[src/rtl/data_memory_pkg.sv]
// data_memory_pkg: shared constants and state encoding for the block-organised data memory
package data_memory_pkg;
  localparam int ADDR_W = 6;
  localparam int DATA_W = 32;
  localparam int NUM_BLOCKS = 1 << ADDR_W;
  localparam int DEF_LATENCY = 5;
  typedef enum logic [1:0] {
    IDLE = 2'b00,
    BUSY = 2'b01,
    DONE = 2'b10
  } mem_state_t;
endpackage

[src/rtl/data_memory_latency_counter.sv]
// mem_latency_counter: loads LATENCY-1 on request acceptance and counts down to a zero flag
module mem_latency_counter #(
  parameter int LATENCY = 5
) (
  input  logic clk,
  input  logic reset,
  input  logic load,
  input  logic dec,
  output logic zero
);
  localparam int CW = (LATENCY > 1) ? $clog2(LATENCY) : 1;
  logic [CW-1:0] count;
  always_ff @(posedge clk or posedge reset)
    if (reset) count <= '0;
    else if (load) count <= CW'(LATENCY - 1);
    else if (dec && count != '0) count <= count - 1'b1;
  assign zero = (count == '0);
endmodule

[src/rtl/data_memory.sv]
// data_memory: 64 x 32-bit block store with modelled access latency behind the cache's busywait handshake
module data_memory #(
  parameter int LATENCY = data_memory_pkg::DEF_LATENCY,
  parameter int ADDR_W = data_memory_pkg::ADDR_W,
  parameter int DATA_W = data_memory_pkg::DATA_W
) (
  input  logic              clk,
  input  logic              reset,
  input  logic              read,
  input  logic              write,
  input  logic [ADDR_W-1:0] address,
  input  logic [DATA_W-1:0] writedata,
  output logic [DATA_W-1:0] readdata,
  output logic              busywait
);
  import data_memory_pkg::*;
  localparam int BLOCKS = 1 << ADDR_W;
  mem_state_t state, state_nx;
  logic [DATA_W-1:0] mem [BLOCKS];
  logic [ADDR_W-1:0] lat_addr;
  logic [DATA_W-1:0] lat_data;
  logic lat_write, accept, zero, complete;
  assign accept = (state == IDLE) && (read || write);
  assign complete = (state == BUSY) && zero;
  // gated by reset so an aborted access releases the cache at once
  assign busywait = !reset && (accept || state == BUSY);
  mem_latency_counter #(.LATENCY(LATENCY)) u_cnt (
    .clk  (clk),
    .reset(reset),
    .load (accept),
    .dec  (state == BUSY),
    .zero (zero)
  );
  always_comb begin
    state_nx = state;
    if (state == IDLE) state_nx = accept ? BUSY : IDLE;
    else if (state == BUSY) state_nx = zero ? DONE : BUSY;
    else state_nx = IDLE;
  end
  always_ff @(posedge clk or posedge reset)
    if (reset) state <= IDLE;
    else state <= state_nx;
  always_ff @(posedge clk or posedge reset)
    if (reset) begin
      lat_addr <= '0;
      lat_data <= '0;
      lat_write <= 1'b0;
    end else if (accept) begin
      lat_addr <= address;
      lat_data <= writedata;
      lat_write <= write;
    end
  always_ff @(posedge clk or posedge reset)
    if (reset) begin
      for (int i = 0; i < BLOCKS; i++) mem[i] <= '0;
    end else if (complete && lat_write) begin
      mem[lat_addr] <= lat_data;
    end
  always_ff @(posedge clk or posedge reset)
    if (reset) readdata <= '0;
    else if (complete && !lat_write) readdata <= mem[lat_addr];
endmodule

[config.mk]
export PLATFORM = sky130hd
export DESIGN_NAME = data_memory
export DESIGN_NICKNAME = d
export VERILOG_FILES = /design/src/rtl/data_memory_pkg.sv /design/src/rtl/data_memory_latency_counter.sv /design/src/rtl/data_memory.sv
export SDC_FILE = /design/constraint.sdc
export NUM_CORES = 2
export LEC_CHECK = 0
export CORE_UTILIZATION = 40
export DETAILED_ROUTE_END_ITERATION = 8
export GPL_TIMING_DRIVEN = 1
export HOLD_SLACK_MARGIN = 0.1
export RECOVER_POWER = 100
export SYNTH_ARGS = -nofsm -noshare
export SYNTH_HDL_FRONTEND = slang
export SYNTH_SLANG_ARGS = --single-unit
[constraint.sdc]
create_clock -name clk -period 103.6 [get_ports clk]
set_clock_uncertainty 0.2 [all_clocks]
set_input_delay 20.72 -clock clk [delete_from_list [all_inputs] [get_ports clk]]
set_output_delay 20.72 -clock clk [all_outputs]
set_load 0.02 [all_outputs]
## Yosys cells after proc, flatten, opt, wreduce, memory -nomap -nowiden

Cells that the tools add are included.

- Output and inout bits: 33
- Bits of input ports: 42
- Register bits after elaboration: 2124
- Word-level logic and storage cells: 102

- Equal/unequal tests: 1
- Reduce and logical (&&, ||, !) cells: 15
- $add $sub $neg: 1
- Bitwise gates (word level): 1
- $lt $le $gt $ge: 2
- Multiplexer cells: 12

Operators by type and width:

| operator | number |
|---|---|
| $bwmux W2048 | 1 |
| $bmux W32 S6 | 1 |
| $demux W32 S6 | 1 |
| $mux W32 | 3 |
| $ge A7 B7 Y1 const B | 1 |
| $logic_and A1 B1 Y1 | 7 |
| $lt A7 B1 Y1 const B | 1 |
| $not A6 Y7 | 1 |
| $mux W2 | 3 |
| $mux W3 | 2 |
| $logic_not A3 Y1 | 1 |
| $reduce_bool A3 Y1 | 1 |
| $sub A3 B1 Y3 const B | 1 |
| $eq A2 B1 Y1 const B | 1 |
| $logic_not A1 Y1 | 2 |
| $logic_not A2 Y1 | 1 |
| $logic_or A1 B1 Y1 | 2 |
| $reduce_bool A2 Y1 | 1 |
| $mux W1 | 1 |

## Longest topological paths before layout

- Depth after elaboration: 6
- Gate-level depth with buffers: 12
- Mapped depth without buffers: 8

## By module

From an unflattened synthesis, not the netlist that was laid out.

- Cell total of the unflattened synthesis: 6853
- Area total of the unflattened synthesis: 96418.7 um2

Modules (own cells, without submodules):

| module | instances | cells an instance | area each (um2) | seq. area each (um2) |
|---|---|---|---|---|
| data_memory | 1 | 6835 | 96231.0 | 53075.9 |
| mem_latency_counter | 1 | 18 | 187.7 | 75.1 |

## Least setup slack after synthesis

No wires, ideal clock.

- Kind: input -> output
- Start: input write
- End: output busywait
- Path slack: 61.454 ns
- Arrival time: 21.226 ns
- Stages: 2
- Cells stage by stage: o21ai_0 -> a21oi_1

- Cells in the longest elaborated chain, start to end: 4

RTL lines:

| item | RTL line | source |
|---|---|---|
| from (decl) | data_memory.sv:10 | `input logic write,` |
| $logic_or A1 B1 Y1 | data_memory.sv:23 | `assign accept = (state == IDLE) && (read \|\| write);` |
| $logic_and A1 B1 Y1 | data_memory.sv:23 |  |
| $logic_or A1 B1 Y1 | data_memory.sv:26 | `assign busywait = !reset && (accept \|\| state == BUSY);` |
| $logic_and A1 B1 Y1 | data_memory.sv:26 |  |
| to (decl) | data_memory.sv:14 | `output logic busywait` |

No other way between the ends.

## Worst setup path in the final report

Same ends and word-level chain as after synthesis.

==> out/metrics.cfg <==
[final_layout]
utilization_pct=44.7
area_growth_pct=10.8
ff_latch_area_um2=53200
fillCellCount=21200
multiInputGateArea_um2=40300
final_cell_mix=dfrtp_1, mux2_2, mux2i_1, mux4_2, clkbuf_16
nets=6283
fin_area_um2=106000
final_common_cell=dfrtp_1
final_layout_size_suffix_gt1_share_pct=44.4

[floorplanning]
core_area_um2=238000
die_h_um=492
io_pins=75
die_x_um=492
design.die.area_um2=242000
std_cell_rows=179
initial_core_util_pct=40.3

[cts]
htree_levels=4
cts.sinks=2124
tritoncts=done
clk_latency_ps=870
clock_path_buffers=3
cts-root-buf=clkbuf_16
cts.clk_slew.worst_paths_ps=60
postCtsHoldBufs=0
post-cts-setup-buffers=0
cts-buffers-inserted=222
cts_resized=0

[synthesis]
synth_area_um2=96000
ys_warn_count=0
yosys-top-cells-area=dfrtp_1, mux2_2, mux4_2
synth_flop_cell=dfrtp_1
synth_edf_count=0
seq_area_frac_synth_pct=55.3
synth_top_area_cell=dfrtp_1
synth.ff_latch_count=2124
synth_nets=6461
syn-instance-count=6417
ys_types=43
synthArstFlopShare_pct=100
synth_top_area_share_pct=55.3
synth_area_per_cell_um2=15.0

[sta]
slew_headroom_pct=-548
rsz0062_at_grt=no
setup_tns_ps=0
finalMaxSlewViolations=4663
layout_min_cycle_time_ps=44010
min_period_over_period_pct=42.5
finalHoldViolCount=0
max_freq_mhz=22.7
setup_viol=0
worst_pin_slew_ps=9730

[worst_hold_path]
hold_path_class=reg2reg
min_from=mem[97]

[global_route]
grt_pass1_wl_um=408000
grt_usage_pct=22.7
grt_pass1_vias=58900
grt_start_max_net_pins=187
antenna_found_initial=11
grt_overflow=0

[worst_setup_path]
cp_data_required_time_ps=82680
cp_max_fo=3
worst-setup-path-type=in2out
r2r_start=lat_addr[1]
arrival_ps=23090
cp-start-kind=input pin
end_kind=primary output
worstSetupStartpoint=write

[route]
drt_iter0_drc=4269
drc_errors=4
ant_nets=0
drt-total-wl_um=271000
avgViaCountPerCell=5.75
via_count=55100
wl_per_cell_um=28.3
drtPass1Iterations=8

[run]
maxCapViolations=119

[placement]
place_area_um2=99800
port_buffers=74
dpl.hpwl_um=154000
gp_congestion=0.784

[power_and_ir_drop]
power_density_nw_per_um2=24.0
peakVddDrop_mv=0.0220
p_int_w=0.00166
switching_share_pct=35.0
p_leak_nw=51.4
comb_power_share_pct=28.7
clkPwrFrac_pct=31.3
p_switching_w=0.000894
seqPwrFrac_pct=40.0

[status]
violations=design-rule violations, max-capacitance violations, max-slew violations
status=finished with violations

-- critical path, cell delays in order --
cell           delay, ps
dlygate4sd3_1        580
o21ai_0              180
clkbuf_1             680
a21oi_1              220
dlygate4sd3_1        700
-- metal layers --
layer	vias up	share of wire, %	GRT usage [%]
met5	-	0	0
li1	23200	-	-
met2	1226	47	36.5
met3	377	5.0	3.53
met1	30300	46	32.1
met4	0	2.4	5.47
-- synthesized netlist by cell type (all sizes together) (3+ instances only) --
cell,instances
nand2b,5
o21ai,88
a21oi,38
nand4,3
nand2,94
a221oi,32
clkbuf,343
o22ai,30
a31oi,6
and2,5
nor2,66
nor3,30
or2,4
nand3,70
mux2,2091
dfrtp,2124
and3,30
mux4,311
inv,5
buf,301
nor2b,14
mux2i,520
a22oi,190
a211oi,3
-- sequential cells by signal, summed over array words and instances (netlist names) --
| register | flops |
|---|---|
| mem | 2048 |
| lat_data | 32 |
| readdata | 32 |
| lat_addr | 6 |
| u_cnt.count | 3 |
| state | 2 |
| lat_write | 1 |
-- worst paths after layout --
kind / endpoint / cells after the start / slack, ps
min in group asynchronous: mem[109] / 2 / 21990
worst min-delay path: mem[97] / 1 / 280
worst max register to register: mem[1872] / 7 / 88570
max in group asynchronous: mem[1973] / 5 / 64760
worst min register to register: mem[97] / 1 / 280
worst max-delay path: busywait / 5 / 59590
-- power by group through the flow --
stage               clock (W)  sequential [W]  combinational (W)
finish               0.000799         0.00102           0.000735
global route         0.000850         0.00104           0.000776
CTS                  0.000817         0.00102           0.000737
detailed placement          0         0.00104           0.000735
global placement            0         0.00103           0.000727
floorplan                   0        0.000987           0.000517
-- kinds of logic after synthesis --
group	synth area share, %
flip-flops	55.3
XOR/XNOR	0.00912
adder cells (fa/ha/maj)	0.0261
multiplexers	37.2
AO/OA/AOI/OAI	2.77
buffers and inverters	3.05
AND/OR/NAND/NOR	1.58
-- area by class of cell --
cell class / count / area share [%]
inverters: 5 / 0.0188
repair buffers: 242 / 1.57
clock buffers: 341 / 6.29
flip-flops and latches: 2124 / 50.0
multi-input cells: 3644 / 37.8
clock inverters: 56 / 0.606
diodes: 3 / 0.00705
well taps: 3167 / 3.72
-- metrics by stage --
| step | setup WS (ps) | total power (W) | instances | hold slack [ps] |
|---|---|---|---|---|
| 2_1_floorplan | 22680 | 0.00150 | 6417 | 252 |
| 3_3_place_gp | 60020 | 0.00176 | 9182 | 264 |
| 3_5_place_dp | 60110 | 0.00177 | 9182 | 269 |
| 4_1_cts | 60110 | 0.00258 | 9579 | 282 |
| 5_1_grt | 59550 | 0.00266 | 9580 | 295 |
| 6_report | 59590 | 0.00256 | 9582 | 280 |
Note: power is estimated with default switching activity, not from simulation.
